## src/rtl/vga_pkg.sv

```systemverilog
// Shared defaults and FSM encoding for the VGA framebuffer arbiter.
package vga_pkg;

    localparam int unsigned DEF_ADDR_W = 17;
    localparam int unsigned DEF_DATA_W = 8;
    localparam int unsigned DEF_PIXELS = 76800;

    typedef enum logic {
        WAIT_FRAME = 1'b0,
        SCAN       = 1'b1
    } vga_state_t;

endpackage

```

## src/rtl/vga_fb_arbiter_if.sv

```systemverilog
// Writer handshake plus single-port RAM bus seen by the framebuffer arbiter.
interface vga_fb_arbiter_if
    import vga_pkg::*;
#(
    parameter int unsigned ADDR_W = DEF_ADDR_W,
    parameter int unsigned DATA_W = DEF_DATA_W
);
    logic              WR_REQ;
    logic [ADDR_W-1:0] WR_ADDR;
    logic [DATA_W-1:0] WR_DATA;
    logic              WR_ACK;
    logic              WR_ERR;

    logic [ADDR_W-1:0] MEM_ADDR;
    logic [DATA_W-1:0] MEM_WDATA;
    logic              MEM_WE;
    logic [DATA_W-1:0] MEM_RDATA;

    // environment view: drives the write request and returns RAM read data
    modport master (
        output WR_REQ, WR_ADDR, WR_DATA, MEM_RDATA,
        input  WR_ACK, WR_ERR, MEM_ADDR, MEM_WDATA, MEM_WE
    );

    modport slave (
        input  WR_REQ, WR_ADDR, WR_DATA, MEM_RDATA,
        output WR_ACK, WR_ERR, MEM_ADDR, MEM_WDATA, MEM_WE
    );

endinterface

```

## src/rtl/vga_edge_detect.sv

```systemverilog
// ENABLE rising-edge detector built on a registered copy of the previous ENABLE.
module vga_edge_detect (
    input  logic VGA_CLOCK,
    input  logic RESET,
    input  logic ENABLE,
    output logic en_rise
);

    logic en_prev;
    logic armed;

    // armed keeps an ENABLE held high through reset release from looking like an edge
    always_ff @(posedge VGA_CLOCK) begin
        if (RESET) begin
            en_prev <= 1'b0;
            armed   <= 1'b0;
        end else begin
            en_prev <= ENABLE;
            armed   <= armed | ~ENABLE;
        end
    end

    assign en_rise = ENABLE & ~en_prev & armed & ~RESET;

endmodule

```

## src/rtl/vga_fb_arbiter.sv

```systemverilog
// Framebuffer port arbiter: display scan-out has absolute priority, writer fills gaps.
//
// state      | meaning
// WAIT_FRAME | idle after reset, no scan-out until the first ENABLE rise
// SCAN       | display reads whenever ENABLE & H_ACTIVE
module vga_fb_arbiter
    import vga_pkg::*;
#(
    parameter int unsigned ADDR_W = DEF_ADDR_W,
    parameter int unsigned DATA_W = DEF_DATA_W,
    parameter int unsigned PIXELS = DEF_PIXELS
) (
    input  logic              VGA_CLOCK,
    input  logic              RESET,
    input  logic              ENABLE,
    input  logic              H_ACTIVE,
    vga_fb_arbiter_if.slave   bus,
    output logic [DATA_W-1:0] PIX_DATA,
    output logic              PIX_VALID,
    output logic              FRAME_START
);

    localparam logic [ADDR_W-1:0] LAST_PIX = ADDR_W'(PIXELS - 1);

    vga_state_t        state_q, state_d;
    logic [ADDR_W-1:0] rd_ptr_q, rd_ptr_d;
    logic [ADDR_W-1:0] addr_hold_q, mem_addr_d;
    logic [DATA_W-1:0] wdata_hold_q, mem_wdata_d;
    logic              mem_we_d;

    logic              en_rise;
    logic              disp_rd;
    logic              wr_grant;
    logic              wr_in_range;

    logic              wr_ack_q;
    logic              wr_err_q;
    logic              rd_pend_q;
    logic              pix_valid_q;
    logic [DATA_W-1:0] pix_data_q;
    logic              frame_start_q;

    vga_edge_detect u_edge (
        .VGA_CLOCK (VGA_CLOCK),
        .RESET     (RESET),
        .ENABLE    (ENABLE),
        .en_rise   (en_rise)
    );

    always_comb begin
        state_d     = state_q;
        rd_ptr_d    = rd_ptr_q;
        mem_addr_d  = addr_hold_q;
        mem_wdata_d = wdata_hold_q;
        mem_we_d    = 1'b0;

        disp_rd     = ENABLE & H_ACTIVE & (state_q == SCAN) & ~RESET;
        wr_in_range = (32'(bus.WR_ADDR) < PIXELS);
        // the ACK cycle blocks a grant, so a held request is never taken twice
        wr_grant    = bus.WR_REQ & ~disp_rd & ~wr_ack_q & ~RESET;

        if (disp_rd) begin
            mem_addr_d = rd_ptr_q;
            rd_ptr_d   = (rd_ptr_q == LAST_PIX) ? '0 : rd_ptr_q + ADDR_W'(1);
        end else if (wr_grant && wr_in_range) begin
            mem_addr_d  = bus.WR_ADDR;
            mem_wdata_d = bus.WR_DATA;
            mem_we_d    = 1'b1;
        end

        if (en_rise) begin
            state_d  = SCAN;
            rd_ptr_d = '0;
        end
    end

    always_ff @(posedge VGA_CLOCK) begin
        if (RESET) begin
            state_q       <= WAIT_FRAME;
            rd_ptr_q      <= '0;
            addr_hold_q   <= '0;
            wdata_hold_q  <= '0;
            wr_ack_q      <= 1'b0;
            wr_err_q      <= 1'b0;
            rd_pend_q     <= 1'b0;
            pix_valid_q   <= 1'b0;
            pix_data_q    <= '0;
            frame_start_q <= 1'b0;
        end else begin
            state_q       <= state_d;
            rd_ptr_q      <= rd_ptr_d;
            addr_hold_q   <= mem_addr_d;
            wdata_hold_q  <= mem_wdata_d;
            wr_ack_q      <= wr_grant;
            wr_err_q      <= wr_grant & ~wr_in_range;
            rd_pend_q     <= disp_rd;
            pix_valid_q   <= rd_pend_q;
            if (rd_pend_q) begin
                pix_data_q <= bus.MEM_RDATA;
            end
            frame_start_q <= en_rise;
        end
    end

    // outputs read as reset values for the whole time RESET is high, first cycle included
    assign bus.MEM_ADDR  = RESET ? '0 : mem_addr_d;
    assign bus.MEM_WDATA = RESET ? '0 : mem_wdata_d;
    assign bus.MEM_WE    = mem_we_d & ~RESET;
    assign bus.WR_ACK    = wr_ack_q & ~RESET;
    assign bus.WR_ERR    = wr_err_q & ~RESET;
    assign PIX_VALID     = pix_valid_q & ~RESET;
    assign PIX_DATA      = RESET ? '0 : pix_data_q;
    assign FRAME_START   = frame_start_q & ~RESET;

endmodule

```

## src/flat_wrapper.sv

```systemverilog
// flat-port wrapper written by rule: the top's interface ports become plain ports
module vga_fb_arbiter_flat import vga_pkg::*;
#(
    parameter int unsigned ADDR_W = DEF_ADDR_W,
    parameter int unsigned DATA_W = DEF_DATA_W,
    parameter int unsigned PIXELS = DEF_PIXELS
)
  (VGA_CLOCK, RESET, ENABLE, H_ACTIVE, PIX_DATA, PIX_VALID, FRAME_START, bus_WR_REQ, bus_WR_ADDR, bus_WR_DATA, bus_MEM_RDATA, bus_WR_ACK, bus_WR_ERR, bus_MEM_ADDR, bus_MEM_WDATA, bus_MEM_WE);
  vga_fb_arbiter_if #(.ADDR_W(ADDR_W), .DATA_W(DATA_W)) bus_i ();
  input  logic VGA_CLOCK;
  input  logic RESET;
  input  logic ENABLE;
  input  logic H_ACTIVE;
  output logic [DATA_W-1:0] PIX_DATA;
  output logic PIX_VALID;
  output logic FRAME_START;
  input wire logic [$bits(bus_i.WR_REQ)-1:0] bus_WR_REQ;
  input wire logic [$bits(bus_i.WR_ADDR)-1:0] bus_WR_ADDR;
  input wire logic [$bits(bus_i.WR_DATA)-1:0] bus_WR_DATA;
  input wire logic [$bits(bus_i.MEM_RDATA)-1:0] bus_MEM_RDATA;
  output wire logic [$bits(bus_i.WR_ACK)-1:0] bus_WR_ACK;
  output wire logic [$bits(bus_i.WR_ERR)-1:0] bus_WR_ERR;
  output wire logic [$bits(bus_i.MEM_ADDR)-1:0] bus_MEM_ADDR;
  output wire logic [$bits(bus_i.MEM_WDATA)-1:0] bus_MEM_WDATA;
  output wire logic [$bits(bus_i.MEM_WE)-1:0] bus_MEM_WE;
  assign bus_i.WR_REQ = bus_WR_REQ;
  assign bus_i.WR_ADDR = bus_WR_ADDR;
  assign bus_i.WR_DATA = bus_WR_DATA;
  assign bus_i.MEM_RDATA = bus_MEM_RDATA;
  assign bus_WR_ACK = bus_i.WR_ACK;
  assign bus_WR_ERR = bus_i.WR_ERR;
  assign bus_MEM_ADDR = bus_i.MEM_ADDR;
  assign bus_MEM_WDATA = bus_i.MEM_WDATA;
  assign bus_MEM_WE = bus_i.MEM_WE;
  vga_fb_arbiter #(.ADDR_W(ADDR_W), .DATA_W(DATA_W), .PIXELS(PIXELS)) u_core (.VGA_CLOCK(VGA_CLOCK), .RESET(RESET), .ENABLE(ENABLE), .H_ACTIVE(H_ACTIVE), .bus(bus_i), .PIX_DATA(PIX_DATA), .PIX_VALID(PIX_VALID), .FRAME_START(FRAME_START));
endmodule
```

## config.mk

```make
export PLATFORM = sky130hd
export DESIGN_NAME = vga_fb_arbiter_flat
export DESIGN_NICKNAME = d
export VERILOG_FILES = /design/src/rtl/vga_pkg.sv /design/src/rtl/vga_fb_arbiter_if.sv /design/src/rtl/vga_edge_detect.sv /design/src/rtl/vga_fb_arbiter.sv /design/src/flat_wrapper.sv
export SDC_FILE = /design/constraint.sdc
export NUM_CORES = 1
export LEC_CHECK = 0
export CAP_MARGIN = 20
export CORE_MARGIN = 2
export CORE_UTILIZATION = 30
export DETAILED_ROUTE_END_ITERATION = 12
export PLACE_DENSITY = 0.52
export SLEW_MARGIN = 20
export SYNTH_ARGS = -nofsm -noshare
export SYNTH_HDL_FRONTEND = slang
export SYNTH_SLANG_ARGS = --single-unit
```

## constraint.sdc

```tcl
create_clock -name VGA_CLOCK -period 2.6 [get_ports VGA_CLOCK]
set_clock_uncertainty 0.2 [all_clocks]
set_input_delay 0.26 -clock VGA_CLOCK [delete_from_list [all_inputs] [get_ports VGA_CLOCK]]
set_output_delay 0.26 -clock VGA_CLOCK [all_outputs]
set_load 0.05 [all_outputs]
```

==> After elaboration in Yosys (flattened, before gate mapping) <==
Index checks and enable logic that the tools add are counted.
{ "word_totals": {"regBits": 58, "input_bits": 38, "out_inout_bits": 38} }
{ "classes": {"n_addsub": 1, "n_lt_le_gt_ge": 1, "eq_ne": 1, "mux": 10, "bitwise": 22, "reduce_logical": 2} }
{ "ops": {"columns": ["op", "count"], "rows": [
  ["$mux W17", 4],
  ["$mux W8", 4],
  ["$add A17 B1 Y17 const B", 1],
  ["$eq A17 B17 Y1 const B", 1],
  ["$lt A17 B17 Y1 const B", 1],
  ["$and A1 B1 Y1", 15],
  ["$not A1 Y1", 6],
  ["$mux W1", 2],
  ["$reduce_or A2 Y1", 1],
  ["$logic_and A1 B1 Y1", 1],
  ["$or A1 B1 Y1", 1]
]} }

==> Logic depth before layout (Yosys ltp) <==
{ "logic_depth": {"word_depth": 11, "depth_mapped": 7, "ltp_nobuf": 5} }

==> Cells and area by module <==
From an unflattened synthesis, not the netlist that was laid out.
{ "unflattened": {"hier_cells": 294, "area_unflattened_um2": 2549.9} }
{ "modules_own_cells": {"columns": ["mod", "instances", "cells_each", "area_per_inst_um2", "seq_area_each_um2"], "rows": [
  ["vga_fb_arbiter", 1, 288, 2474.9, 1121.1],
  ["vga_edge_detect", 1, 6, 75.1, 40.0]
]} }

==> Worst setup path after synthesis <==
No wires, ideal clock.
{ "synth_path": {"path_type": "input to register", "from": "input port RESET", "to": "register u_core.addr_hold_q[13]", "setup_ns": 0.296, "arrival_ns": 2.995, "setup_slack_ns": -0.892, "path_stages": 6, "path_buffers": 1, "cell_sequence": "or3b_2 > a31o_2 > clkbuf_1 > clkinv_1 > a21oi_1 > o41ai_1"} }
{ "synth_via": {"elab_chain_cells": 10} }
{ "synth_lines": {"columns": ["item", "line", "rtl"], "rows": [
  ["start: declaration", "flat_wrapper.sv:11", "input logic RESET;"],
  ["$not A1 Y1", "vga_fb_arbiter.sv:57, vga_fb_arbiter.sv:60", null],
  ["$and A1 B1 Y1", "vga_fb_arbiter.sv:57", "disp_rd = ENABLE & H_ACTIVE & (state_q == SCAN) & ~RESET;"],
  ["$not A1 Y1", "vga_fb_arbiter.sv:60", "wr_grant = bus.WR_REQ & ~disp_rd & ~wr_ack_q & ~RESET;"],
  ["$and A1 B1 Y1 (3 in a row)", "vga_fb_arbiter.sv:60", null],
  ["$logic_and A1 B1 Y1", "vga_fb_arbiter.sv:65", "end else if (wr_grant && wr_in_range) begin"],
  ["$mux W17", "vga_fb_arbiter.sv:65", null],
  ["$mux W17", "vga_fb_arbiter.sv:62", "if (disp_rd) begin"],
  ["$mux W17 (*)", null, null],
  ["named net bus_MEM_ADDR[13]", "flat_wrapper.sv:23", "output wire logic [$bits(bus_i.MEM_ADDR)-1:0] bus_MEM_ADDR;"],
  ["end signal: assignment", "vga_fb_arbiter.sv:92", "addr_hold_q <= mem_addr_d;"],
  ["end: declaration", "vga_fb_arbiter.sv:27", "logic [ADDR_W-1:0] addr_hold_q, mem_addr_d;"]
]} }
Mark *: on every way through the listed nets, which the timed path passes. The rest lies on a longest branch.
A chain may end at the register's enable or synchronous reset.

==> Worst setup path after layout <==
{ "layout_path": {"from": "input port bus_WR_REQ", "to": "output port bus_MEM_ADDR[13]"} }
{ "layout_via": {"elab_chain_cells": 7} }
{ "layout_lines": {"columns": ["item", "line", "rtl"], "rows": [
  ["start: declaration", "flat_wrapper.sv:17", "input wire logic [$bits(bus_i.WR_REQ)-1:0] bus_WR_REQ;"],
  ["$and A1 B1 Y1 (3 in a row)", "vga_fb_arbiter.sv:60", null],
  ["$logic_and A1 B1 Y1", "vga_fb_arbiter.sv:65", null],
  ["$mux W17", "vga_fb_arbiter.sv:65", null],
  ["$mux W17", "vga_fb_arbiter.sv:62", null],
  ["$mux W17", "vga_fb_arbiter.sv:106", "assign bus.MEM_ADDR = RESET ? '0 : mem_addr_d;"],
  ["end: declaration", "flat_wrapper.sv:23", null]
]} }
Every way passes these cells.

==> summary.txt <==
Layout
  – Most common cell after layout, fill and taps aside: dfxtp_1
  – Core Util, Final: 0.4669
  – N_diodes: 0
  – Fillers: 802
  – Share of layout cells above drive strength 1: 0.2850
  – Multi-input logic area: 1354 um2
  – Final Instance Area: 3797 um2
  – P&R area growth vs syn: 52.67%
  – Register area: 1161 um2
  – Commonest non-fill, non-tap cells in the layout: dfxtp_1, clkdlybuf4s50_1, buf_4
  – Fin nets: 420

Drt
  – DR iter-0 viols: 91
  – Total routed wirelength: 7263 um
  – Routed len/inst: 14.79 um
  – Routed Antenna Nets: 0
  – Vias per inst: 5.049
  – Routed vias: 2479
  – First drt pass iteration count: 4
  – Drc violations: 0

Logic synthesis
  – Net Count, Synth: 328
  – Synth unique cells: 41
  – Post-synthesis sequential area ratio: 0.4668
  – Syn Area/Cell: 8.607 um2
  – Cell area after synthesis: 2487 um2
  – Yosys top cell by area: dfxtp_1
  – Largest cells by area after synthesis: dfxtp_1, o21ai_0, a21oi_1
  – Synth Warn #: 0
  – Yosys reg bits: 58
  – Cells after Synth: 289
  – Post-synth top area share: 0.4668

Worst setup path
  – CP Class: primary input to output pin
  – CP Data Required Time: 2140 ps
  – Reg2reg setup slack: 320 ps
  – Endpoint class of the critical path: output pin
  – R2r endpoint: u_core.rd_ptr_q[14]$_SDFFE_PP0P_
  – RR Startpoint: u_core.rd_ptr_q[0]$_SDFFE_PP0P_
  – Crit path DAT: 2040 ps
  – Reg2reg path depth: 6
  – Startpoint Class: primary input
  – Critical Path Fanout Max: 27

Floorplan
  – Die H: 95.06 um
  – Num ports: 76
  – Die area: 9035 um2
  – Site row count: 33
  – Die X: 95.06 um
  – Core area: 8134 um2
  – Initial Util: 0.3058

CTS
  – CTS buffer count: 9
  – CTS tree: built
  – CTS Buffer Depth: 2
  – CTS root buffer: clkbuf_8
  – Postcts setup bufs: 0
  – Clk pin slew, worst setup/hold paths: 80 ps
  – Clock net sink count: 58
  – Worst skew pair latency: 340 ps
  – H-tree Lvls: 3

Outcome
  – Outcome: complete, no violations

Timing
  – Fmax: 399.3 MHz
  – Setup violators final: 0
  – Worst-Margin Slew: 506.8 ps
  – Final Critical Period: 2504 ps
  – Final WS setup: 95.69 ps
  – Max_slew headroom: 0.6610
  – Unrepaired setup endpoints after global routing: no
  – Hold Fails Final Rpt: 0
  – Setup TNS: 0 ps
  – Hold slack: 150.5 ps
  – Slew Viols, Final: 0
  – Fin crit share: 0.9632

Placement
  – Placer congestion estimate: 0.8001
  – IO Port Bufs: 75
  – Placed instance area: 3543 um2
  – Detailed placement HPWL: 5296 um
  – Place WS: -149.9 ps

Global routing
  – Initial antenna violation count: 0
  – First-pass GRT wire length: 11630 um
  – GRT Total Usage: 0.1696
  – Gr ovfl total: 0
  – Vias in the first global route: 2341
  – Largest net degree at the start of global routing: 28

Hold path
  – Hold Path Stages: 3
  – Worst Hold Endpoint: u_core.wdata_hold_q[1]$_DFF_P_
  – Hold_sp: RESET
  – Hold WC Path Type: primary input to register

Pwr
  – Clock share of power: 0.377
  – Reg power frac: 0.459
  – Pwr dens: 527.1 nW/um2
  – Int Pwr: 1.421 mW
  – Worst vdd ir: 0.0001960 V
  – Leak: 1.332 nW
  – Switching power total: 0.5805 mW
  – Switch share: 0.2900
  – Combinational share of power: 0.164

Run
  – Max-cap violation count: 0
## worst max path at each step
stage | start | end | slack (ps)
detailed placement | bus_WR_REQ | bus_MEM_ADDR[8] | -150
CTS | bus_WR_REQ | bus_MEM_ADDR[13] | 4
floorplan | RESET | bus_MEM_ADDR[0] | 20
global placement | bus_WR_REQ | bus_MEM_ADDR[8] | -150
global route | u_core.state_q$_SDFFE_PP0P_ | bus_MEM_ADDR[6] | 6
finish | bus_WR_REQ | bus_MEM_ADDR[13] | 100
## synthesized netlist by cell type
master / number
xnor2_1: 5
clkinv_1: 1
nor2_1: 19
nand4b_1: 1
o21ai_0: 36
a31o_2: 2
a21oi_1: 32
buf_2: 4
o221ai_1: 1
dfxtp_1: 58
nor3b_1: 1
nand3_1: 12
buf_1: 3
and3_1: 1
inv_1: 7
a32oi_1: 2
nor3_1: 3
ha_1: 1
or3b_2: 1
o21bai_1: 1
o41ai_1: 1
a221oi_1: 3
o211ai_1: 3
nand4b_2: 1
or4_4: 2
nor4b_1: 1
or3_1: 5
xor2_1: 2
nor4_1: 1
clkbuf_1: 15
o21a_1: 1
nand2_1: 11
nand4_1: 2
o31ai_1: 5
or4_1: 4
a21oi_2: 2
nand3b_1: 1
mux2i_1: 8
a31oi_1: 14
nor2b_1: 14
a21o_1: 2
## sequential cells by signal (all words and copies together), names as in the netlist
signal,flops
u_core.addr_hold_q,17
u_core.frame_start_q,1
u_core.pix_data_q,8
u_core.pix_valid_q,1
u_core.rd_pend_q,1
u_core.rd_ptr_q,17
u_core.state_q,1
u_core.u_edge.armed,1
u_core.u_edge.en_prev,1
u_core.wdata_hold_q,8
u_core.wr_ack_q,1
u_core.wr_err_q,1
## stage by stage
stage	total power [mW]	instances
3_3_place_gp	1.257	474
5_1_grt	2.086	491
6_report	2.002	491
4_1_cts	2.022	491
2_1_floorplan	1.110	289
3_5_place_dp	1.257	474
## worst max-delay path, cell delays in order
cell and delay, ps:
clkdlybuf4s50_1 440, or3b_4 360, a31o_4 250, buf_8 170, nor3_2 170, buf_4 150
o41ai_4 60, buf_6 170
## routing by layer
metal  track usage  share of wire  up-vias
met2        0.2547           0.45       68
met3       0.04032          0.054       11
li1              -              -     1241
met5             0              0        -
met4       0.07729          0.020        0
met1        0.2306           0.47     1159
## kinds of logic (layout without fill, tap and decap cells)
logic type	after synthesis	count (layout)	synth area share
XOR/XNOR	7	7	0.02465
multiplexers	8	8	0.03219
flip-flops	58	58	0.4668
buffers and inverters	30	127	0.04728
AND/OR/NAND/NOR	80	80	0.1771
adder cells (fa/ha/maj)	1	1	0.005029
AO/OA/AOI/OAI	105	105	0.2470
## repair_timing
| item | 4_1_cts | 5_1_grt |
|---|---|---|
| gates resized for setup | 9 | 10 |
| setup endpoints to repair | 23 | 24 |
| pin swaps | 1 | 1 |
| hold endpoints to repair | 0 | 0 |
| hold buffers | 0 | 0 |
| cloned | 1 | 0 |
## area by class of cell
cell class | instances | share of cell area
multi-input combinational | 201 | 0.3565
clock buffer | 10 | 0.03624
timing repair inverter | 1 | 0.001318
timing repair buffer | 102 | 0.2442
sequential | 58 | 0.3058
tap | 105 | 0.03460
inverter | 8 | 0.01021
clock inverter | 6 | 0.01120
## power by group through the flow
stage / clock network, mW / registers (mW) / logic [mW]
floorplan: 0 / 0.936 / 0.174
CTS: 0.776 / 0.919 / 0.326
global placement: 0 / 0.939 / 0.318
global route: 0.813 / 0.922 / 0.351
finish: 0.754 / 0.920 / 0.328
detailed placement: 0 / 0.939 / 0.317
Power figures use the tool's default switching activity.
